--- src/rtl/comp_pkg.sv ---
// Shared compression-path definitions: word/count widths, packer state
// encoding, and the code-length clamp used by both compressor and packer.
package comp_pkg;

    localparam int WORD_W = 64;
    localparam int CNT_W  = 8;

    typedef enum logic [1:0] {
        RUN   = 2'd0,
        FLUSH = 2'd1,
        LAST  = 2'd2
    } packer_state_t;

    // Code lengths above one word are treated as a full word.
    function automatic logic [6:0] clamp_len(input logic [CNT_W-1:0] bits);
        if (bits > CNT_W'(64)) begin
            return 7'd64;
        end else begin
            return bits[6:0];
        end
    endfunction

    // Mask with the low n bits set (n = 0..64).
    function automatic logic [WORD_W-1:0] low_mask(input logic [6:0] n);
        if (n >= 7'd64) begin
            return {WORD_W{1'b1}};
        end else begin
            return ~({WORD_W{1'b1}} << n);
        end
    endfunction

endpackage

--- src/rtl/packer_out_reg.sv ---
// Single-entry valid/ready holding register for packed output words.
// The fields stay frozen while a word waits for the downstream stage.
module packer_out_reg
    import comp_pkg::*;
(
    input  logic              clock,
    input  logic              reset,
    input  logic              load,
    input  logic [WORD_W-1:0] load_data,
    input  logic [6:0]        load_bits,
    input  logic              load_last,
    input  logic              out_ready,
    output logic              out_valid,
    output logic [WORD_W-1:0] out_data,
    output logic [6:0]        out_bits,
    output logic              out_last
);

    logic              valid_r;
    logic [WORD_W-1:0] data_r;
    logic [6:0]        bits_r;
    logic              last_r;

    // Capture a new word when loaded, drop valid on handshake, otherwise hold.
    always_ff @(posedge clock or posedge reset) begin
        if (reset) begin
            valid_r <= 1'b0;
            data_r  <= {WORD_W{1'b0}};
            bits_r  <= 7'd0;
            last_r  <= 1'b0;
        end else if (load) begin
            valid_r <= 1'b1;
            data_r  <= load_data;
            bits_r  <= load_bits;
            last_r  <= load_last;
        end else if (out_ready) begin
            valid_r <= 1'b0;
        end else begin
            valid_r <= valid_r;
        end
    end

    assign out_valid = valid_r;
    assign out_data  = data_r;
    assign out_bits  = bits_r;
    assign out_last  = last_r;

endmodule

--- src/rtl/huffman_bit_packer.sv ---
// Packs right-aligned variable-length Huffman codes LSB-first into 64-bit
// words. A flush drains full words and then emits a zero-padded last word
// tagged out_last. Optional statistics counters are enabled by defining
// PACKER_STATS_EN; without it stat_bits/stat_words read as zero.
module huffman_bit_packer
    import comp_pkg::*;
#(
    parameter int STAT_W = 32
) (
    input  logic              clock,
    input  logic              reset,
    input  logic              in_valid,
    output logic              in_ready,
    input  logic [WORD_W-1:0] in_code,
    input  logic [CNT_W-1:0]  in_bits,
    input  logic              flush,
    output logic              out_valid,
    input  logic              out_ready,
    output logic [WORD_W-1:0] out_data,
    output logic [6:0]        out_bits,
    output logic              out_last,
    output logic [STAT_W-1:0] stat_bits,
    output logic [STAT_W-1:0] stat_words
);

    logic [2*WORD_W-1:0] acc_r;
    logic [7:0]          fill_r;
    packer_state_t       state_r;

    logic [6:0]          n_s;
    logic [WORD_W-1:0]   code_s;
    logic                in_ready_s;
    logic                accept_s;
    logic                free_s;
    logic                emit_full_s;
    logic                emit_last_s;
    logic                load_s;
    logic [WORD_W-1:0]   load_data_s;
    logic [6:0]          load_bits_s;
    logic                load_last_s;
    logic [2*WORD_W-1:0] acc_base_s;
    logic [7:0]          fill_base_s;
    logic [2*WORD_W-1:0] acc_next_s;
    logic [7:0]          fill_next_s;

    assign n_s         = clamp_len(in_bits);
    assign code_s      = in_code & low_mask(n_s);
    // Holding at most 64 bits before accepting keeps fill within 128.
    assign in_ready_s  = (state_r == RUN) && (fill_r <= 8'd64);
    assign accept_s    = in_valid && in_ready_s;
    assign free_s      = !out_valid || out_ready;
    assign emit_full_s = free_s && (fill_r >= 8'd64) && (state_r != LAST);
    assign emit_last_s = free_s && (state_r == LAST);
    assign load_s      = emit_full_s || emit_last_s;
    assign in_ready    = in_ready_s;

    // Select the word handed to the output register: full word or padded tail.
    always_comb begin
        load_data_s = {WORD_W{1'b0}};
        load_bits_s = 7'd0;
        load_last_s = 1'b0;
        if (emit_full_s) begin
            load_data_s = acc_r[WORD_W-1:0];
            load_bits_s = 7'd64;
            load_last_s = 1'b0;
        end else if (emit_last_s) begin
            load_data_s = acc_r[WORD_W-1:0] & low_mask(fill_r[6:0]);
            load_bits_s = fill_r[6:0];
            load_last_s = 1'b1;
        end else begin
            load_data_s = {WORD_W{1'b0}};
            load_bits_s = 7'd0;
            load_last_s = 1'b0;
        end
    end

    // Next accumulator: retire an emitted word first, then merge an accepted code above the remaining fill.
    always_comb begin
        acc_base_s  = acc_r;
        fill_base_s = fill_r;
        acc_next_s  = acc_r;
        fill_next_s = fill_r;
        if (emit_full_s) begin
            acc_base_s  = {{WORD_W{1'b0}}, acc_r[2*WORD_W-1:WORD_W]};
            fill_base_s = fill_r - 8'd64;
        end else begin
            acc_base_s  = acc_r;
            fill_base_s = fill_r;
        end
        if (emit_last_s) begin
            acc_next_s  = {(2*WORD_W){1'b0}};
            fill_next_s = 8'd0;
        end else if (accept_s) begin
            acc_next_s  = acc_base_s | ({{WORD_W{1'b0}}, code_s} << fill_base_s);
            fill_next_s = fill_base_s + {1'b0, n_s};
        end else begin
            acc_next_s  = acc_base_s;
            fill_next_s = fill_base_s;
        end
    end

    // Accumulator, fill level and RUN/FLUSH/LAST sequencing.
    always_ff @(posedge clock or posedge reset) begin
        if (reset) begin
            acc_r   <= {(2*WORD_W){1'b0}};
            fill_r  <= 8'd0;
            state_r <= RUN;
        end else begin
            acc_r  <= acc_next_s;
            fill_r <= fill_next_s;
            case (state_r)
                RUN: begin
                    if (flush) begin
                        state_r <= FLUSH;
                    end else begin
                        state_r <= RUN;
                    end
                end
                FLUSH: begin
                    if (fill_r < 8'd64) begin
                        state_r <= LAST;
                    end else begin
                        state_r <= FLUSH;
                    end
                end
                LAST: begin
                    if (free_s) begin
                        state_r <= RUN;
                    end else begin
                        state_r <= LAST;
                    end
                end
                default: begin
                    state_r <= RUN;
                end
            endcase
        end
    end

    packer_out_reg u_out_reg (
        .clock     (clock),
        .reset     (reset),
        .load      (load_s),
        .load_data (load_data_s),
        .load_bits (load_bits_s),
        .load_last (load_last_s),
        .out_ready (out_ready),
        .out_valid (out_valid),
        .out_data  (out_data),
        .out_bits  (out_bits),
        .out_last  (out_last)
    );

`ifdef PACKER_STATS_EN
    logic [STAT_W-1:0] stat_bits_r;
    logic [STAT_W-1:0] stat_words_r;

    // Free-running wrap-around counters of accepted bits and delivered words.
    always_ff @(posedge clock or posedge reset) begin
        if (reset) begin
            stat_bits_r  <= {STAT_W{1'b0}};
            stat_words_r <= {STAT_W{1'b0}};
        end else begin
            if (accept_s) begin
                stat_bits_r <= stat_bits_r + STAT_W'(n_s);
            end else begin
                stat_bits_r <= stat_bits_r;
            end
            if (out_valid && out_ready) begin
                stat_words_r <= stat_words_r + {{(STAT_W-1){1'b0}}, 1'b1};
            end else begin
                stat_words_r <= stat_words_r;
            end
        end
    end

    assign stat_bits  = stat_bits_r;
    assign stat_words = stat_words_r;
`else
    assign stat_bits  = {STAT_W{1'b0}};
    assign stat_words = {STAT_W{1'b0}};
`endif

endmodule

--- config.mk ---
export PLATFORM = sky130hd
export DESIGN_NAME = huffman_bit_packer
export DESIGN_NICKNAME = d
export VERILOG_FILES = /design/src/rtl/comp_pkg.sv /design/src/rtl/packer_out_reg.sv /design/src/rtl/huffman_bit_packer.sv
export SDC_FILE = /design/constraint.sdc
export NUM_CORES = 1
export LEC_CHECK = 0
export ABC_AREA = 1
export CAP_MARGIN = 25
export CORE_UTILIZATION = 45
export CTS_BUF_LIST = sky130_fd_sc_hd__clkbuf_8
export DETAILED_ROUTE_END_ITERATION = 8
export PLACE_DENSITY = 0.65
export SLEW_MARGIN = 20
export SYNTH_ARGS = -nofsm -noshare
export SYNTH_HDL_FRONTEND = slang
export SYNTH_SLANG_ARGS = --single-unit
--- constraint.sdc ---
create_clock -name clock -period 10.39 [get_ports clock]
set_clock_uncertainty 0.1 [all_clocks]
set_input_delay 2.5975 -clock clock [delete_from_list [all_inputs] [get_ports clock]]
set_output_delay 2.5975 -clock clock [all_outputs]
set_load 0.02 [all_outputs]
# Yosys cells after proc, flatten, opt, wreduce, memory -nomap -nowiden

Index checks and enable logic that the tools add are counted.

Output and inout bits: 138
Latch bits: 0
Register bits after elaboration: 211
Bits in writable memories: 0
Memories: 0
Memory bits (read-only): 0

Reduce and logical (&&, ||, !) cells: 10
$add $sub $neg: 2
Multipliers: 0
Div/mod/pow operators: 0
Multiplexer cells: 23
Eq/ne operators: 3
Order comparisons: 6
Shifts and indexed selects: 3
Bitwise operators: 5

Operator list:

| operator                                                                         | count |
|---|---|
| 128-bit 2-to-1 mux                                                               | 3 |
| 64-bit 2-to-1 mux                                                                | 6 |
| 64-bit bitwise AND                                                               | 2 |
| 64-bit NOT                                                                       | 2 |
| 128-bit OR                                                                       | 1 |
| 64-bit by 7-bit << shifter with 64-bit output, first input constant              | 2 |
| 64-bit by 8-bit << shifter with 128-bit output                                   | 1 |
| 8-bit 2-to-1 mux                                                                 | 3 |
| 7-bit 2-to-1 mux                                                                 | 3 |
| 7-bit >= comparator, second input constant                                       | 2 |
| 8-bit by 7-bit adder with 8-bit output                                           | 1 |
| 8-bit by 7-bit >= comparator with 1-bit output, second input constant            | 1 |
| 8-bit by 7-bit > comparator with 1-bit output, second input constant             | 1 |
| 8-bit by 7-bit less-or-equal comparator with 1-bit output, second input constant | 1 |
| 8-bit by 7-bit less-than comparator with 1-bit output, second input constant     | 1 |
| 8-bit by 7-bit subtractor with 8-bit output, second input constant               | 1 |
| 2-bit one-hot mux with 3 select lines                                            | 1 |
| 1-bit logical AND                                                                | 5 |
| 1-bit 2-to-1 mux                                                                 | 5 |
| 2-bit 2-to-1 mux                                                                 | 2 |
| 2-bit by 1-bit equality test with 1-bit output, second input constant            | 1 |
| 2-bit equality test, second input constant                                       | 1 |
| 2-bit zero test                                                                  | 1 |
| 1-bit logical OR                                                                 | 2 |
| 3 further kinds                                                                  | 3 |

# Depth between registers and ports, before layout

Depth in word-level cells: 10
Gate-level depth with buffers: 19

# Hierarchy

A second synthesis with hierarchy kept.

Cell total of the unflattened synthesis: 2695
Area total of the unflattened synthesis: 16802.4 um^2

Modules (own cells, without submodules):

| module             | cells each | area an instance (um^2) | times used |
|---|---|---|---|
| huffman_bit_packer | 2386       | 14013.4                 | 1 |
| packer_out_reg     | 309        | 2788.9                  | 1 |

# Least setup slack after synthesis

No wires, ideal clock.

Kind: input port to flip-flop
Start point: input in_bits[1]
End point: register fill_r[7]
Path buffers: 1
Path slack: 5.636 ns
Library setup time: 0.119 ns
Stages: 17
Arrival: 4.535 ns
Required time: 10.171 ns
Path through: buf_2 -> nor2_1 -> and3_1 -> nor2_1 -> nor2_1 -> ha_1 -> a21oi_1 -> nand2_1 -> nand3_1 -> inv_1 -> or2_1 -> a21oi_1 -> nor2_1 -> nor2_1 -> o21bai_1 -> a21oi_1 -> nor2_1

Longest elaborated chain between the ends: 5

RTL lines:

| item                                          | RTL line                  | RTL |
|---|---|---|
| start, declared                               | huffman_bit_packer.sv:15  | `input logic [CNT_W-1:0] in_bits,` |
| 8-bit by 7-bit > comparator with 1-bit output | comp_pkg.sv:16            | `if (bits > CNT_W'(64)) begin` |
| 7-bit 2-to-1 mux (*)                          | comp_pkg.sv:16            |  |
| 8-bit by 7-bit adder with 8-bit output (*)    | huffman_bit_packer.sv:95  | `fill_next_s = fill_base_s + {1'b0, n_s};` |
| 8-bit 2-to-1 mux (*)                          | huffman_bit_packer.sv:93  | `end else if (accept_s) begin` |
| 8-bit 2-to-1 mux (*)                          | huffman_bit_packer.sv:90  | `if (emit_last_s) begin` |
| via fill_next_s[7]                            | huffman_bit_packer.sv:44  | `logic [7:0] fill_next_s;` |
| end signal, assigned                          | huffman_bit_packer.sv:110 | `fill_r <= fill_next_s;` |
| end, declared                                 | huffman_bit_packer.sv:27  | `logic [7:0] fill_r;` |

The timed path passes the listed nets; every way through them passes the cells marked *.
A chain may end at the register's enable or synchronous reset.

# Final worst setup path

Start point: input out_ready
End point: register acc_r[95]

Longest elaborated chain between the ends: 8
Elaborated cells between the ends (all ways): 10
Those cells by class: shift: 1; mux: 4; bitwise: 1; reduce/logical: 4

RTL lines:

| item                                           | RTL line                  | RTL |
|---|---|---|
| start, declared                                | huffman_bit_packer.sv:18  | `input logic out_ready,` |
| 1-bit logical OR (*)                           | huffman_bit_packer.sv:51  | `assign free_s = !out_valid \|\| out_ready;` |
| 1-bit logical AND (2 in a row)                 | huffman_bit_packer.sv:52  | `assign emit_full_s = free_s && (fill_r >= 8'd64) && (state_r != LAST);` |
| 8-bit 2-to-1 mux                               | huffman_bit_packer.sv:83  | `if (emit_full_s) begin` |
| 64-bit by 8-bit << shifter with 128-bit output | huffman_bit_packer.sv:94  | `acc_next_s = acc_base_s \| ({{WORD_W{1'b0}}, code_s} << fill_base_s);` |
| 128-bit OR                                     | huffman_bit_packer.sv:94  |  |
| 128-bit 2-to-1 mux                             | huffman_bit_packer.sv:93  |  |
| 128-bit 2-to-1 mux (*)                         | huffman_bit_packer.sv:90  |  |
| via acc_next_s[95]                             | huffman_bit_packer.sv:43  | `logic [2*WORD_W-1:0] acc_next_s;` |
| end signal, assigned                           | huffman_bit_packer.sv:105 | `acc_r <= {(2*WORD_W){1'b0}};` |
| end signal, assigned                           | huffman_bit_packer.sv:109 | `acc_r <= acc_next_s;` |
| end, declared                                  | huffman_bit_packer.sv:26  | `logic [2*WORD_W-1:0] acc_r;` |

Marked as above.

==> results.json <==
{
  "clock_path_buffers": 3,
  "timing.setup.tns_ps": 0,
  "violations": "DRC",
  "vias_per_cell": 6.09,
  "slew_headroom": 0.233,
  "avgSynthCellArea_um2": 6.43,
  "min_path_type": "register to register",
  "cts_tree": "yes",
  "rows": 69,
  "final_layout_size_suffix_gt1_frac": 0.0492,
  "setup_viol": 0,
  "detail_route.wl_per_cell_um": 23.7,
  "powerDensity_nw_per_um2": 366,
  "fp.dieH_um": 193,
  "clk_latency_ps": 580,
  "crit_required_ps": 10770,
  "gr-total-overflow": 0,
  "fmax_mhz": 160,
  "finalCritPeriodShare": 0.603,
  "floorplan.initialDensity": 0.460,
  "post_cts_buffers": 0,
  "crit_type": "input port to register",
  "grt_max_degree": 132,
  "cts_max_level": 2,
  "core_um2": 35800,
  "drt-initial-drc-count": 2708,
  "ys_ff_latch": 211,
  "synth_area_um2": 16500,
  "die_x_um": 193,
  "rsz0062_at_grt": "no",
  "grt_pass1_wl_um": 109000,
  "arrival_ps": 6640,
  "ios": 215,
  "port_buffers": 150,
  "antenna_cells": 0,
  "ys_types": 48,
  "cts.sink_count": 211,
  "antenna_found_initial": 0,
  "drc": 13,
  "grt_use_total": 0.389,
  "cts_hold_buffers": 0,
  "gp_congestion": 1.01,
  "outcome": "finished, violations left",
  "synth.top_cell.area_share": 0.321,
  "p_leak_nw": 9.11,
  "antenna_left": 0,
  "totalWireLength_um": 72900,
  "first_pass_iters": 9,
  "crit_fanout": 53,
  "root_buffer": "clkbuf_8",
  "timing.max_cap.violations": 0,
  "ctsResizeCount": 0,
  "dp_hpwl_um": 54000,
  "setup_ws_ps": 4130,
  "yosysWarnings": 0,
  "synth_top_area_cell": "dfrtp_1",
  "syn2layout_area_growth_pct": 12.0,
  "cp-start-kind": "input port",
  "layout_min_cycle_time_ps": 6260,
  "synthArstFlopShare": 1.00,
  "holdPathStages": 2,
  "die_area_um2": 37400,
  "nNetsFinal": 2685,
  "dp_slack_ps": 3660,
  "synthCells": 2562,
  "r2r_cells": 14,
  "ys.flop_type": "dfrtp_1",
  "clkTransAtPathRegs_ps": 60,
  "peakVddDrop_mv": 0.167,
  "tightest_slew_ps": 1140,
  "cp-end-kind": "register",
  "placed_area_um2": 17700,
  "ys_seq_area_frac": 0.321,
  "synth_area_leaders": "dfrtp_1 32%, nand3_1 21%, nand2_1 17%",
  "grt_pass1_vias": 17200,
  "slew_viol_final": 0,
  "num_vias": 18800,
  "cts_buffers": 38,
  "fin_area_um2": 18500,
  "hold_viol": 0,
  "synth-edff-count": 0,
  "utilization": 0.515
}
cells in the mapped netlist (2+ instances only):
master and count:
nand2_1 725, nand3_1 701, dfrtp_1 211, a21oi_1 141, o21ai_0 135, inv_1 126
nor2_1 81, clkbuf_1 74, buf_4 68, nand4_1 52, buf_1 46, buf_2 44
mux2i_1 24, inv_2 12, o211ai_1 11, nand2_2 10, a31oi_1 9, o21ai_1 9
ha_1 8, buf_6 7, and2_1 5, nor2_2 5, a22o_1 4, a32o_1 4
nand3_2 4, nor2_4 4, nor3_1 4, o21a_1 4, o21ai_2 4, a21boi_1 3
nor2_8 3, o22ai_1 3, o31ai_1 3, nand2_4 2, nand3b_1 2, o21bai_1 2
through the flow:
stage	instances	power, mW	hold WS, ps
2_1_floorplan	2625	4.28	344
3_3_place_gp	3019	5.80	357
3_5_place_dp	3019	5.83	359
4_1_cts	3081	6.63	375
5_1_grt	3082	7.20	393
6_report	3082	6.76	374
critical path: stages:
cell and delay, ps:
clkdlybuf4s50_1 400, nor2_1 360, nor3_4 70, buf_4 320, inv_2 130, nand2_2 220
nand2_2 570, inv_2 480, nor2_8 320, buf_4 610, inv_1 140, nor2_1 120
a21boi_0 90, a21oi_1 130
worst paths after layout:
check                               startpoint                                 to  slack (ps)
max                                  out_ready                acc_r[95]$_DFF_PP0_        4130
max reg2reg                fill_r[6]$_DFF_PP0_                acc_r[95]$_DFF_PP0_        5990
min                        acc_r[76]$_DFF_PP0_                acc_r[76]$_DFF_PP0_         370
min reg2reg                acc_r[76]$_DFF_PP0_                acc_r[76]$_DFF_PP0_         370
max in group asynchronous                reset              fill_r[4]$_DFFE_PP0P_        6370
min in group asynchronous                reset  u_out_reg.out_data[3]$_DFFE_PP0P_        2510
cell type report:
type                       count  area [µm²]
inverter                     140         536
tap                          461         577
sequential                   211        5290
clock inverter                16        95.1
timing repair buffer         173        1680
clock buffer                  46         633
multi-input combinational   2035        9650
fill                        3748       17400
placed cells by master, fill, tap and decap left out, types with 2 or more instances in the layout:
| cell type | instances |
|---|---|
| o21ai_0 | 134 |
| o21a_1 | 4 |
| a22o_1 | 4 |
| nand2_2 | 10 |
| dfrtp_1 | 205 |
| nand3_1 | 701 |
| o21ai_2 | 4 |
| o21ai_1 | 10 |
| conb_1 | 64 |
| inv_1 | 136 |
| o21bai_1 | 2 |
| nand2_4 | 2 |
| clkbuf_8 | 46 |
| inv_2 | 14 |
| a32o_1 | 4 |
| nor2_2 | 4 |
| o211ai_1 | 11 |
| nor3_1 | 4 |
| a21boi_1 | 3 |
| clkinvlp_4 | 2 |
| nand4_1 | 52 |
| and2_1 | 5 |
| a21oi_1 | 141 |
| nand2_1 | 725 |
| dfrtp_2 | 6 |
| a31oi_1 | 9 |
| buf_4 | 21 |
| nor2_1 | 80 |
| o22ai_1 | 3 |
| nand3b_1 | 2 |
| o31ai_1 | 3 |
| nand3_2 | 4 |
| nor2_8 | 3 |
| nor2_4 | 6 |
| clkdlybuf4s50_1 | 150 |
| mux2i_1 | 24 |
| ha_1 | 8 |
report_power, final:
part	switching (mW)	leakage [nW]	internal [mW]
combinational	3.37	5.89	1.25
sequential	0.205	2.81	1.16
clock	0.354	0.413	0.421
per-layer routing:
| layer | GRT usage | wire [µm] |
|---|---|---|
| met2 | 0.592 | 31500 |
| met5 | 0 | 0 |
| met4 | 0.207 | 4210 |
| met3 | 0.0683 | 7230 |
| met1 | 0.529 | 30000 |
cells by family (layout without fill, tap and decap cells):
group / count (synthesis) / count (layout) / synth area share
adder cells (fa/ha/maj): 9 / 9 / 0.00729
XOR/XNOR: 1 / 1 / 0.000532
multiplexers: 24 / 24 / 0.0146
AND/OR/NAND/NOR: 1601 / 1601 / 0.438
flip-flops: 211 / 211 / 0.321
buffers and inverters: 379 / 375 / 0.109
other: 1 / 64 / 0.000228
AO/OA/AOI/OAI: 336 / 336 / 0.110
flip-flops by register name, indices dropped and copies added, names as in the netlist:
register / count
acc_r: 128
u_out_reg.out_data: 64
fill_r: 8
u_out_reg.out_bits: 7
state_r: 2
u_out_reg.out_last: 1
u_out_reg.out_valid: 1
Note: power is estimated with default switching activity, not from simulation.
